<file path="src/rtl/slice_addsub_pkg.sv">
// slice_addsub_pkg
// Shared definitions for the bit-serial-by-slice adder/subtractor:
//   state_t      - controller states (IDLE, RUN, DONE)
//   DEF_WIDTH    - default operand/result width
//   DEF_SLICE    - default bits processed per cycle
package slice_addsub_pkg;

  localparam int DEF_WIDTH = 16;
  localparam int DEF_SLICE = 4;

  typedef enum logic [1:0] {
    IDLE = 2'd0,
    RUN  = 2'd1,
    DONE = 2'd2
  } state_t;

endpackage

</file>
<file path="src/rtl/addsub_slice.sv">
// addsub_slice
// SLICE-bit ripple-carry adder built from full-adder cells.
// Ports:
//   a, b  : SLICE-bit operands (b already conditioned for subtraction)
//   cin   : carry into bit 0
//   sum   : SLICE-bit sum
//   cout  : carry out of bit SLICE-1
//   cmsb  : carry into bit SLICE-1 (used for signed overflow detection)
module addsub_slice
  import slice_addsub_pkg::*;
#(
  parameter int SLICE = DEF_SLICE
) (
  input  logic [SLICE-1:0] a,
  input  logic [SLICE-1:0] b,
  input  logic             cin,
  output logic [SLICE-1:0] sum,
  output logic             cout,
  output logic             cmsb
);

  logic [SLICE:0] c;

  assign c[0] = cin;

  for (genvar i = 0; i < SLICE; i++) begin : g_fa
    assign sum[i]  = a[i] ^ b[i] ^ c[i];
    assign c[i+1]  = (a[i] & b[i]) | (c[i] & (a[i] ^ b[i]));
  end

  assign cout = c[SLICE];
  assign cmsb = c[SLICE-1];

endmodule

</file>
<file path="src/rtl/slice_addsub.sv">
// slice_addsub
// Multi-cycle adder/subtractor processing SLICE bits per clock, LSB slice
// first, N = WIDTH/SLICE cycles per operation.
//
// state | meaning
// ------+--------------------------------------------------------------
// IDLE  | ready for a new operation (in_ready = 1)
// RUN   | one slice per cycle through addsub_slice, carry registered
// DONE  | result and flags held until out_valid && out_ready
//
// Ports:
//   clk, rst_n           : clock, async active-low reset
//   in_valid / in_ready  : operand handshake (a, b, sub)
//   sub                  : 0 = a+b, 1 = a-b (b inverted, carry-in = 1)
//   out_valid / out_ready: result handshake
//   d                    : result modulo 2^WIDTH
//   cout                 : carry out (add) / no-borrow (sub)
//   ovf                  : two's-complement overflow
//   zero                 : d == 0
module slice_addsub
  import slice_addsub_pkg::*;
#(
  parameter int WIDTH = DEF_WIDTH,
  parameter int SLICE = DEF_SLICE
) (
  input  logic             clk,
  input  logic             rst_n,
  input  logic             in_valid,
  output logic             in_ready,
  input  logic [WIDTH-1:0] a,
  input  logic [WIDTH-1:0] b,
  input  logic             sub,
  output logic             out_valid,
  input  logic             out_ready,
  output logic [WIDTH-1:0] d,
  output logic             cout,
  output logic             ovf,
  output logic             zero
);

  if (SLICE < 1 || (WIDTH % SLICE) != 0) begin : g_bad_params
    $error("slice_addsub: WIDTH must be a positive multiple of SLICE");
  end

  localparam int N     = WIDTH / SLICE;
  localparam int IDX_W = (N > 1) ? $clog2(N) : 1;
  localparam logic [IDX_W-1:0] LAST = IDX_W'(N - 1);

  state_t             state;
  logic [WIDTH-1:0]   a_q;
  logic [WIDTH-1:0]   b_q;
  logic               carry;
  logic [IDX_W-1:0]   idx;

  logic [SLICE-1:0]   slice_sum;
  logic               slice_cout;
  logic               slice_cmsb;
  logic [WIDTH-1:0]   d_next;

  addsub_slice #(.SLICE(SLICE)) u_slice (
    .a    (a_q[idx*SLICE +: SLICE]),
    .b    (b_q[idx*SLICE +: SLICE]),
    .cin  (carry),
    .sum  (slice_sum),
    .cout (slice_cout),
    .cmsb (slice_cmsb)
  );

  // Result with the current slice merged in; the final slice's view of this
  // is the complete result, so zero can be captured alongside d.
  always_comb begin
    d_next = d;
    d_next[idx*SLICE +: SLICE] = slice_sum;
  end

  assign in_ready  = (state == IDLE);
  assign out_valid = (state == DONE);

  always_ff @(posedge clk or negedge rst_n) begin
    if (!rst_n) begin
      state <= IDLE;
      a_q   <= '0;
      b_q   <= '0;
      carry <= 1'b0;
      idx   <= '0;
      d     <= '0;
      cout  <= 1'b0;
      ovf   <= 1'b0;
      zero  <= 1'b0;
    end else begin
      case (state)
        IDLE: begin
          if (in_valid) begin
            a_q   <= a;
            b_q   <= b ^ {WIDTH{sub}};
            carry <= sub;
            idx   <= '0;
            state <= RUN;
          end
        end
        RUN: begin
          d     <= d_next;
          carry <= slice_cout;
          if (idx == LAST) begin
            cout  <= slice_cout;
            ovf   <= slice_cmsb ^ slice_cout;
            zero  <= (d_next == '0);
            state <= DONE;
          end else begin
            idx <= idx + 1'b1;
          end
        end
        DONE: begin
          if (out_ready) state <= IDLE;
        end
        default: state <= IDLE;
      endcase
    end
  end

endmodule

</file>
<file path="config.mk">
export PLATFORM = sky130hd
export DESIGN_NAME = slice_addsub
export DESIGN_NICKNAME = d
export VERILOG_FILES = /design/src/rtl/slice_addsub_pkg.sv /design/src/rtl/addsub_slice.sv /design/src/rtl/slice_addsub.sv
export SDC_FILE = /design/constraint.sdc
export NUM_CORES = 1
export LEC_CHECK = 0
export ABC_AREA = 1
export BUFFER_PORTS_ARGS = -buffer_cell sky130_fd_sc_hd__buf_2
export CAP_MARGIN = 25
export CORE_AREA = 2 2 103 105
export CTS_BUF_LIST = sky130_fd_sc_hd__clkbuf_8
export CTS_CLUSTER_SIZE = 40
export DETAILED_ROUTE_END_ITERATION = 8
export DIE_AREA = 0 0 105 107
export PLACE_DENSITY = 0.56
export SYNTH_ARGS = -nofsm -noshare
export SYNTH_HDL_FRONTEND = slang
export SYNTH_SLANG_ARGS = --single-unit
</file>
<file path="constraint.sdc">
create_clock -name clk -period 4.11 [get_ports clk]
set_input_delay 0.411 -clock clk [delete_from_list [all_inputs] [get_ports clk]]
set_output_delay 0.411 -clock clk [all_outputs]
set_load 0.01 [all_outputs]
</file>
After elaboration in Yosys (flattened, before gate mapping)

Cells that the tools add are included.

Register bits after elaboration: 56
Output and inout port bits: 21
Logic and storage cells: 62

Add/subtract/negate cells: 2
Equal/unequal tests: 7
Shift-type cells: 4
Mux-type cells: 10
Bitwise operators: 22
Reduce and logical (&&, ||, !) cells: 8

Operators with widths:

| operator                                                                | number |
|---|---|
| 4-bit negation with 34-bit output                                       | 1 |
| 4-bit by 34-bit variable shift with 16-bit output, first input constant | 1 |
| 4-bit by 34-bit indexed part select with 16-bit output                  | 1 |
| 16-bit by 5-bit indexed part select with 4-bit output                   | 2 |
| 16-bit bitwise mux                                                      | 1 |
| 16-bit zero test                                                        | 1 |
| 16-bit bitwise XOR                                                      | 1 |
| 2-bit two-way mux                                                       | 5 |
| 1-bit bitwise XOR                                                       | 9 |
| 1-bit bitwise AND                                                       | 8 |
| 2-bit != test, second input constant                                    | 3 |
| 2-bit case mux with 3 select lines                                      | 1 |
| 2-bit AND reduction                                                     | 3 |
| 3-bit AND reduction                                                     | 2 |
| 2-bit == test, second input constant                                    | 2 |
| 1-bit bitwise OR                                                        | 4 |
| 2-bit case mux with 2 select lines                                      | 1 |
| 2-bit by 1-bit adder with 2-bit output, second input constant           | 1 |
| 2-bit by 1-bit == test with 1-bit output, second input constant         | 1 |
| 2-bit zero test                                                         | 1 |
| 2-bit by 1-bit != test with 1-bit output, second input constant         | 1 |
| 1-bit case mux with 2 select lines                                      | 1 |
| 2-bit nonzero test                                                      | 1 |
| 1-bit two-way mux                                                       | 1 |

Longest topological paths before layout

Gate-level depths: netlist of the first run.

Depth in word-level cells: 12
Gate-level depth with buffers: 20
Gate-level depth less buffers: 17

Modules after synthesis

From an unflattened synthesis of the first run, not the netlist that was laid out.

Cells, all modules: 382
Area total of the unflattened synthesis: 2999.1 um^2

Modules (own cells, without submodules):

| module       | times used | cells each | area each (um^2) | seq. area each (um^2) |
|---|---|---|---|---|
| slice_addsub | 1          | 370        | 2889.0           | 1401.3 |
| addsub_slice | 1          | 12         | 110.1            | 0.0 |

Least setup slack after synthesis of the first run

OpenSTA, ideal clock, no wires.

Path kind: register -> register
From: register idx[0]
To: register zero
Data arrival time: 3.176 ns
Data required time: 3.993 ns
Path slack: 0.817 ns
Stages on the path, launching flop included: 21
Cell sequence: dfrtp_1 buf_6 inv_2 buf_4 buf_4 nand2_1 a32o_1 fa_1 inv_1 fa_1 inv_1 fa_1 fa_1 nor2_1 nand3_1 nand2_1 nor2_1 nand2_1 nor2_1 nand3_1 nand2_1

Longest elaborated chain between the ends: 12
Elaborated cells on any way between the ends: 26

Ends and longest elaborated chain:

| item                                                                            | RTL line                               | RTL |
|---|---|---|
| start: declaration                                                              | slice_addsub.sv:53                     | `logic [IDX_W-1:0] idx;` |
| start signal: assignment                                                        | slice_addsub.sv:110                    | `idx <= idx + 1'b1;` |
| 16-bit by 5-bit indexed part select with 4-bit output, on equally long branches | slice_addsub.sv:61, slice_addsub.sv:62 |  |
| 1-bit bitwise XOR                                                               | addsub_slice.sv:27, addsub_slice.sv:28 |  |
| 1-bit bitwise AND                                                               | addsub_slice.sv:28                     | `assign c[i+1] = (a[i] & b[i]) \| (c[i] & (a[i] ^ b[i]));` |
| 1-bit bitwise OR                                                                | addsub_slice.sv:28                     |  |
| 1-bit bitwise AND                                                               | addsub_slice.sv:28                     |  |
| 1-bit bitwise OR                                                                | addsub_slice.sv:28                     |  |
| 1-bit bitwise AND                                                               | addsub_slice.sv:28                     |  |
| 1-bit bitwise OR                                                                | addsub_slice.sv:28                     |  |
| 1-bit bitwise XOR                                                               | addsub_slice.sv:27                     | `assign sum[i] = a[i] ^ b[i] ^ c[i];` |
| 4-bit by 34-bit indexed part select with 16-bit output                          | slice_addsub.sv:73                     | `d_next[idx*SLICE +: SLICE] = slice_sum;` |
| 16-bit bitwise mux                                                              | slice_addsub.sv:73                     |  |
| 16-bit zero test                                                                | slice_addsub.sv:107                    | `zero <= (d_next == '0);` |
| end signal: assignment                                                          | slice_addsub.sv:107                    |  |
| end: declaration                                                                | slice_addsub.sv:38                     | `output logic zero` |

Several ways; a longest one is shown, not always the timed one.
A chain may end at the register's enable or synchronous reset.

Worst setup path after layout of the first run

Same ends and word-level chain as after synthesis.

==> impl_summary.log, run 1 <==
INFO  metric status = completed
INFO  metric grt_first_pass_wirelength = 11900 µm
INFO  metric tritoncts_clock_tree = done
INFO  metric timing.slew.headroom = 44.9%
INFO  metric synth_edf_count = 0
INFO  metric std_cell_rows = 37
INFO  metric vias_in_the_first_global_route = 2430
INFO  metric path_cells = inv_2, nand2_1, a32o_1, fa_1, inv_1, fa_1, inv_1, fa_1, fa_1, nor2_1, nand3_1, nand2_1, nor2_1, nand2_1, nor2_1, nand3_1, nand2_1
INFO  metric cp_num_buf_inv = 3
INFO  metric grt_start_max_net_pins = 57
INFO  metric clock-skew-final = 0.0157 ns
INFO  metric drt_drc_violations_left = 0
INFO  metric die_x = 105 µm
INFO  metric clockRootBuffer = clkbuf_8
INFO  metric worst_skew_pair.late_latency = 0.32 ns
INFO  metric routabilityCongestion = 0.839
INFO  metric effective_utilization_at_floorplan = 29.7%
INFO  metric syn-cell-area = 2990 µm²
INFO  metric final.period_utilization = 81.6%
INFO  metric detail_route.vias_per_cell = 4.47
INFO  metric avgSynthCellArea = 8.22 µm²
INFO  metric worst_path_dominant_cell_family = adder cells
INFO  metric synth_commonest_cells = nand2_1, dfrtp_1, nor2_1, o21ai_0
INFO  metric synth.yosys.warnings = 0
INFO  metric synth_largest_type_area_fraction = 46.8%
INFO  metric timing.fmax = 0.298 GHz
INFO  metric rsz0062_at_grt = false
INFO  metric detail_route.wirelength = 7030 µm
INFO  metric die_area = 11200 µm²
INFO  metric netSwitchingFraction = 47.0%
INFO  metric postSynthCellCount = 364
INFO  metric path_clk_slew = 0.11 ns
INFO  metric critPathRequiredTime = 4.34 ns
INFO  metric synth.net_count = 411
INFO  metric grt_antenna_before_repair = 0
INFO  metric cts_sinks = 56
INFO  metric vias = 2470
INFO  metric setup.worst_path.start_class = flip-flop
INFO  metric grtUsageTotal = 13.2%
INFO  metric net-switching-power = 1.39 mW
INFO  metric synthMostInstantiatedCell = nand2_1
INFO  metric hold_violations = 0
INFO  metric timing.setup.critical_path_class = reg -> reg
INFO  metric most_instantiated_flip_flop_cell_in_the_synthesis_netlist = dfrtp_1
INFO  metric p_int = 1.57 mW
INFO  metric setup.worst_path.end_class = flip-flop
INFO  metric ctsResizeCount = 0
INFO  metric synth_top_cell_by_area = dfrtp_1
INFO  metric setup_tns_final = 0 ns
INFO  metric final_max_slew_viol_count = 0
INFO  metric yosys_register_bits = 56
INFO  metric io_buffers = 57
INFO  metric power.leakage = 1.71 nW
INFO  metric drtPass1Iterations = 4
INFO  metric antenna_left = 0
INFO  metric worst_slew_pin_slew = 0.823 ns
INFO  metric postSynth.asyncResetShare = 100%
INFO  metric cts_max_level = 2
INFO  metric die-height = 107 µm
INFO  metric boundaryPins = 58
INFO  metric crit_path_max_incr_delay = 0.48 ns
INFO  metric detailedPlacementHpwl = 5150 µm
INFO  metric avgRoutedWirePerCell = 12.7 µm
INFO  metric final_net_count = 462
INFO  metric layout_setup_ws = 0.756 ns
INFO  metric timing.critical_path.slowest_stage_cell = fa_1
INFO  metric post_synth_num_cell_types = 28
INFO  metric hold_path.class = in -> async
INFO  metric number_of_max_capacitance_violations_reported = 0
INFO  metric cts_hold_buffers = 0
INFO  metric dp_slack = 0.796 ns
INFO  metric cts_max_path_buffers = 2
INFO  metric power.ir.vdd_worst = 0.000241 V
INFO  metric area.growth.synth_to_final = 15.6%
INFO  metric drive_above_1_share = 19.7%
INFO  metric setup_viol_count_final = 0
INFO  metric power_frac_clock = 11.0%
INFO  metric globalRouteOverflowTotal = 0
INFO  metric powerDensity = 854 nW/µm²
INFO  metric post_synth_main_area_contributors = dfrtp_1, nand2_1, xnor2_1
INFO  metric share_seq_of_total_power = 33.9%
INFO  metric cts_made_buffers = 5
INFO  metric synth-seq-area-share = 46.8%
INFO  metric initialDrtViolationCount = 98
INFO  metric timing.final.crit_period = 3.35 ns
INFO  metric combinationalPowerShare = 55.1%
INFO  metric core = 10100 µm²
INFO  metric antenna_cells_inserted = 0
INFO  metric postCtsSetupBuffers = 0
INFO  metric critPathMaxFanout = 14
INFO  metric critPathArrivalTime = 3.58 ns
## cell type report
cell class,instances,area (µm²)
clock buffer,6,82.6
clock inverter,2,13.8
fill,1108,6630
inverter,21,78.8
multi-input combinational,270,1400
sequential,56,1400
tap,136,170
timing repair buffer,61,315
## cells in the final DEF, fill, tap and decap left out, types with 2 or more instances in the layout
master | netlist | layout
a31oi_1 | 13 | 13
nor2_1 | 32 | 32
o22ai_1 | 3 | 3
nor2_2 | 4 | 4
fa_1 | 4 | 4
a32o_1 | 6 | 6
o21ai_1 | 4 | 4
dfrtp_1 | 56 | 56
nand2_2 | 2 | 2
inv_1 | 17 | 17
o21ai_0 | 25 | 25
nand2_1 | 132 | 132
buf_2 | 6 | 57
clkbuf_8 | 0 | 6
inv_2 | 4 | 4
buf_4 | 8 | 4
xnor2_1 | 17 | 17
nand3_1 | 7 | 7
a21oi_1 | 8 | 8
ha_1 | 6 | 6
## routing by layer
metal,part of all wire [%],wire [µm],GRT usage (%),vias to the layer above
li1,-,-,-,1266
met1,49,3410,18.3,1138
met2,47,3270,21.2,57
met3,3.5,245,2.43,9
met4,1.4,97,3.90,0
met5,0,0,0,-
## state kept, by name (all words and copies together) (netlist names)
register	count
a_q	16
b_q	16
d	16
idx	2
state	2
carry	1
cout	1
ovf	1
zero	1
## metrics by stage
step,total power [mW],hold slack [ns],cells,instance area (µm²),util (%)
after floorplan,2.22,0.115,364,2990,-
after global placement,2.64,0.472,544,3360,33.3
after detailed placement,2.65,0.468,544,3360,33.3
after CTS,2.99,0.253,552,3460,34.3
after global routing,3.25,0.266,552,3460,34.3
final,2.95,0.221,552,3460,34.3
## path summary, 6_finish.rpt
kind,startpoint,endpoint,slack [ns],cells past startpoint
worst min register to register,a_q[6],a_q[6],0.49,2
worst max register to register,idx[0],zero,0.76,17
max in group asynchronous,rst_n,a_q[2],3.41,2
worst max-delay path,idx[0],zero,0.76,17
min in group clk,out_ready,state[1],0.26,2
worst min-delay path,rst_n,d[4],0.22,2
## worst reg2reg max path, stage by stage, from the launching register on
cell,delay [ns]
dfrtp_1,0.47
inv_2,0.21
nand2_1,0.09
a32o_1,0.24
fa_1,0.40
inv_1,0.08
fa_1,0.16
inv_1,0.05
fa_1,0.41
fa_1,0.48
nor2_1,0.20
nand3_1,0.13
nand2_1,0.08
nor2_1,0.04
nand2_1,0.05
nor2_1,0.04
nand3_1,0.07
nand2_1,0.05
## power groups by stage
stage               combinational, mW  clock (mW)  sequential, mW
floorplan                        1.22           0           0.997
global placement                 1.62           0            1.01
detailed placement               1.64           0            1.01
CTS                              1.65       0.337            1.00
global route                     1.86       0.358            1.04
finish                           1.63       0.326            1.00
## kinds of logic (layout without fill, tap and decap cells)
family          after synthesis  count (layout)  synth area share [%]
buf+inv                      38              90                  6.52
flops                        56              56                  46.8
simple gates                181             181                  24.2
xor+xnor                     17              17                  4.97
fa+ha+maj                    10              10                  5.18
compound gates               62              62                  12.3
No activity file was read; power rests on OpenSTA's default activity.
==> inputs of run 2 (changes only) <==
- ABC_AREA: 1 -> 0
- CORE_AREA: 2 2 103 105 -> 2 2 100 102
- DIE_AREA: 0 0 105 107 -> 0 0 102 104
- clock period: 4.11 -> 3.1 ns (I/O delays scaled with it)
==> run 2 against run 1 <==
  * The flow now finishes with violations (setup timing)
  * Synthesized cell count decreased by 31%
  * Critical path type unchanged
  * Sequential power increased by 29%
  * Power is 41% higher
  * Sequential share of layout area increased by 1.1 points
  * Cell area decreased by 2.5%
==> impl_summary.log, run 2 <==
INFO  metric synth_top_cell_by_area = dfrtp_1
INFO  metric drt_drc_violations_left = 0
INFO  metric nFillCells = 1012
INFO  metric cts_max_level = 2
INFO  metric timing.final.crit_period = 3.14 ns
INFO  metric critPathRequiredTime = 3.34 ns
INFO  metric worst_path_dominant_cell_family = adder cells
INFO  metric post_synth_num_cell_types = 34
INFO  metric grt_antenna_before_repair = 0
INFO  metric clockRootBuffer = clkbuf_8
INFO  metric status = finished, violations left
INFO  metric die_area = 10600 µm²
INFO  metric postSynthCellCount = 250
INFO  metric area_of_the_multi_input_gates = 1300 µm²
INFO  metric path_clk_slew = 0.11 ns
INFO  metric timing.fmax = 0.319 GHz
INFO  metric cts_made_buffers = 5
INFO  metric final_cell_count_no_fill = 447
INFO  metric cts_max_path_buffers = 2
INFO  metric boundaryPins = 58
INFO  metric powerDensity = 1230 nW/µm²
INFO  metric final_cell_mix = buf_2, dfrtp_1, nor2_1, nand2_1, o21ai_0
INFO  metric power.ir.vdd_worst = 0.000554 V
INFO  metric number_of_max_capacitance_violations_reported = 0
INFO  metric largest_registers = a_q x16, b_q x16, d x16
INFO  metric placedCellCount = 438
INFO  metric final_max_slew_viol_count = 0
INFO  metric synth-seq-area-share = 50.2%
INFO  metric most_instantiated_flip_flop_cell_in_the_synthesis_netlist = dfrtp_1
INFO  metric core = 9550 µm²
INFO  metric synth_edf_count = 0
INFO  metric violations_in_the_final_reports = setup timing
INFO  metric synth.net_count = 297
INFO  metric crit_path_max_incr_delay = 0.55 ns
INFO  metric vias_in_the_first_global_route = 2008
INFO  metric rsz0062_at_grt = true
INFO  metric clock-skew-final = 0.0148 ns
INFO  metric ff_latch_area = 1400 µm²
INFO  metric path_cells = mux4_2, inv_2, fa_2, inv_2, fa_1, inv_1, fa_2, fa_1, nand2_2, o311a_1, nor4_2, a32o_1
INFO  metric hold_path.class = in -> async
INFO  metric avgSynthCellArea = 11.2 µm²
INFO  metric grtUsageTotal = 12.1%
INFO  metric synth.yosys.warnings = 0
INFO  metric die-height = 104 µm
INFO  metric detailedPlacementHpwl = 4590 µm
INFO  metric worst_skew_pair.late_latency = 0.31 ns
INFO  metric layout_setup_ws = -0.0375 ns
INFO  metric globalRouteOverflowTotal = 0
INFO  metric detail_route.wirelength = 6120 µm
INFO  metric std_cell_rows = 36
INFO  metric tritoncts_clock_tree = done
INFO  metric setup.worst_path.start_class = flip-flop
INFO  metric area.growth.synth_to_final = 20.8%
INFO  metric avgRoutedWirePerCell = 13.7 µm
INFO  metric mostFrequentLayoutCell = buf_2
INFO  metric power.leakage = 1.53 nW
INFO  metric timing.critical_path.slowest_stage_cell = fa_1
INFO  metric grt_start_max_net_pins = 57
INFO  metric drive_above_1_share = 35.4%
INFO  metric cp_num_buf_inv = 3
INFO  metric effective_utilization_at_floorplan = 29.2%
INFO  metric setup.worst_path.end_class = flip-flop
INFO  metric hold_violations = 0
INFO  metric initialDrtViolationCount = 82
INFO  metric final_net_count = 360
INFO  metric finish.utilization = 35.3%
INFO  metric grt_first_pass_wirelength = 10200 µm
INFO  metric antenna_left = 0
INFO  metric finalPower = 4.16 mW
INFO  metric vias = 2015
INFO  metric timing.setup.critical_path_class = reg -> reg
INFO  metric detail_route.vias_per_cell = 4.51
INFO  metric syn-cell-area = 2790 µm²
INFO  metric worst_slew_pin_slew = 0.711 ns
INFO  metric final.period_utilization = 101%
INFO  metric cts_sinks = 56
INFO  metric postSynth.asyncResetShare = 100%
INFO  metric timing.slew.headroom = 52.6%
INFO  metric io_buffers = 57
INFO  metric dp_slack = -0.217 ns
INFO  metric synthMostInstantiatedCell = dfrtp_1
INFO  metric routabilityCongestion = 0.806
INFO  metric post_synth_main_area_contributors = dfrtp_1, mux2_2, mux4_2
INFO  metric die_x = 102 µm
INFO  metric synth_largest_type_area_fraction = 50.2%
INFO  metric antenna_cells_inserted = 0
INFO  metric cts_hold_buffers = 0
INFO  metric yosys_register_bits = 56
INFO  metric synth_commonest_cells = dfrtp_1, nand2_1, nor2_1, o21ai_0
INFO  metric critPathArrivalTime = 3.38 ns
INFO  metric critPathMaxFanout = 4
INFO  metric setup_viol_count_final = 1
INFO  metric drtPass1Iterations = 4
-- run 2: stage by stage --
stage	instance area, µm²	hold WS [ns]	TNS [ns]
after floorplan	2800	0.0144	-0.381
after global placement	3260	0.468	-0.141
after detailed placement	3260	0.470	-0.217
after CTS	3360	0.159	-0.122
after global routing	3370	0.178	-0.161
final	3370	0.113	-0.0375
-- run 2: kinds of logic (layout without fill, tap and decap cells) --
kind of cell / count (synthesis) / in the layout / synth area share, %
AOI/OAI and AO/OA: 44 / 44 / 9.23
buffers and inverters: 26 / 90 / 4.08
and+or+nand+nor: 71 / 71 / 11.9
DFF: 56 / 56 / 50.2
muxes: 26 / 26 / 13.7
adders and majority gates: 10 / 10 / 5.56
xor gates and xnor gates: 17 / 17 / 5.33
-- run 2: cell type report --
class,instances,area share (%)
clock inverters,3,0.631
multi-input cells,168,38.4
inverters,15,1.67
flip-flops and latches,56,41.6
repair buffers,67,10.7
clock buffers,5,2.04
well taps,133,4.94
-- run 2: path summary, 6_finish.rpt --
| check | startpoint | endpoint | slack (ns) | cells after the start |
|---|---|---|---|---|
| hold reg to reg | ovf | ovf | 0.49 | 2 |
| setup / recovery | idx[0] | zero | -0.04 | 12 |
| min in group clk | out_ready | state[1] | 0.19 | 2 |
| setup reg to reg | idx[0] | zero | -0.04 | 12 |
| hold / removal | rst_n | d[11] | 0.11 | 2 |
| max in group asynchronous | rst_n | idx[0] | 2.48 | 2 |
-- run 2: what timing repair did --
action,in CTS,in global routing
setup endpoints to repair,1,1
pin swaps,5,3
gates resized for setup,2,3
gates cloned,0,0
buffers inserted,0,1
-- run 2: where the power goes --
| part | internal [mW] | switching [mW] | leakage [nW] | total [mW] |
|---|---|---|---|---|
| registers | 1.07 | 0.218 | 0.680 | 1.29 |
| logic | 1.18 | 1.28 | 0.804 | 2.46 |
| clock network | 0.161 | 0.253 | 0.0445 | 0.414 |
| total | 2.41 | 1.76 | 1.53 | 4.16 |
-- run 2: per-layer routing --
layer,vias to the layer above,routed length (µm),track usage [%]
met5,-,0,0
met4,0,48,2.00
met3,4,248,2.42
met2,49,2860,19.3
met1,983,2970,17.3
li1,979,-,-
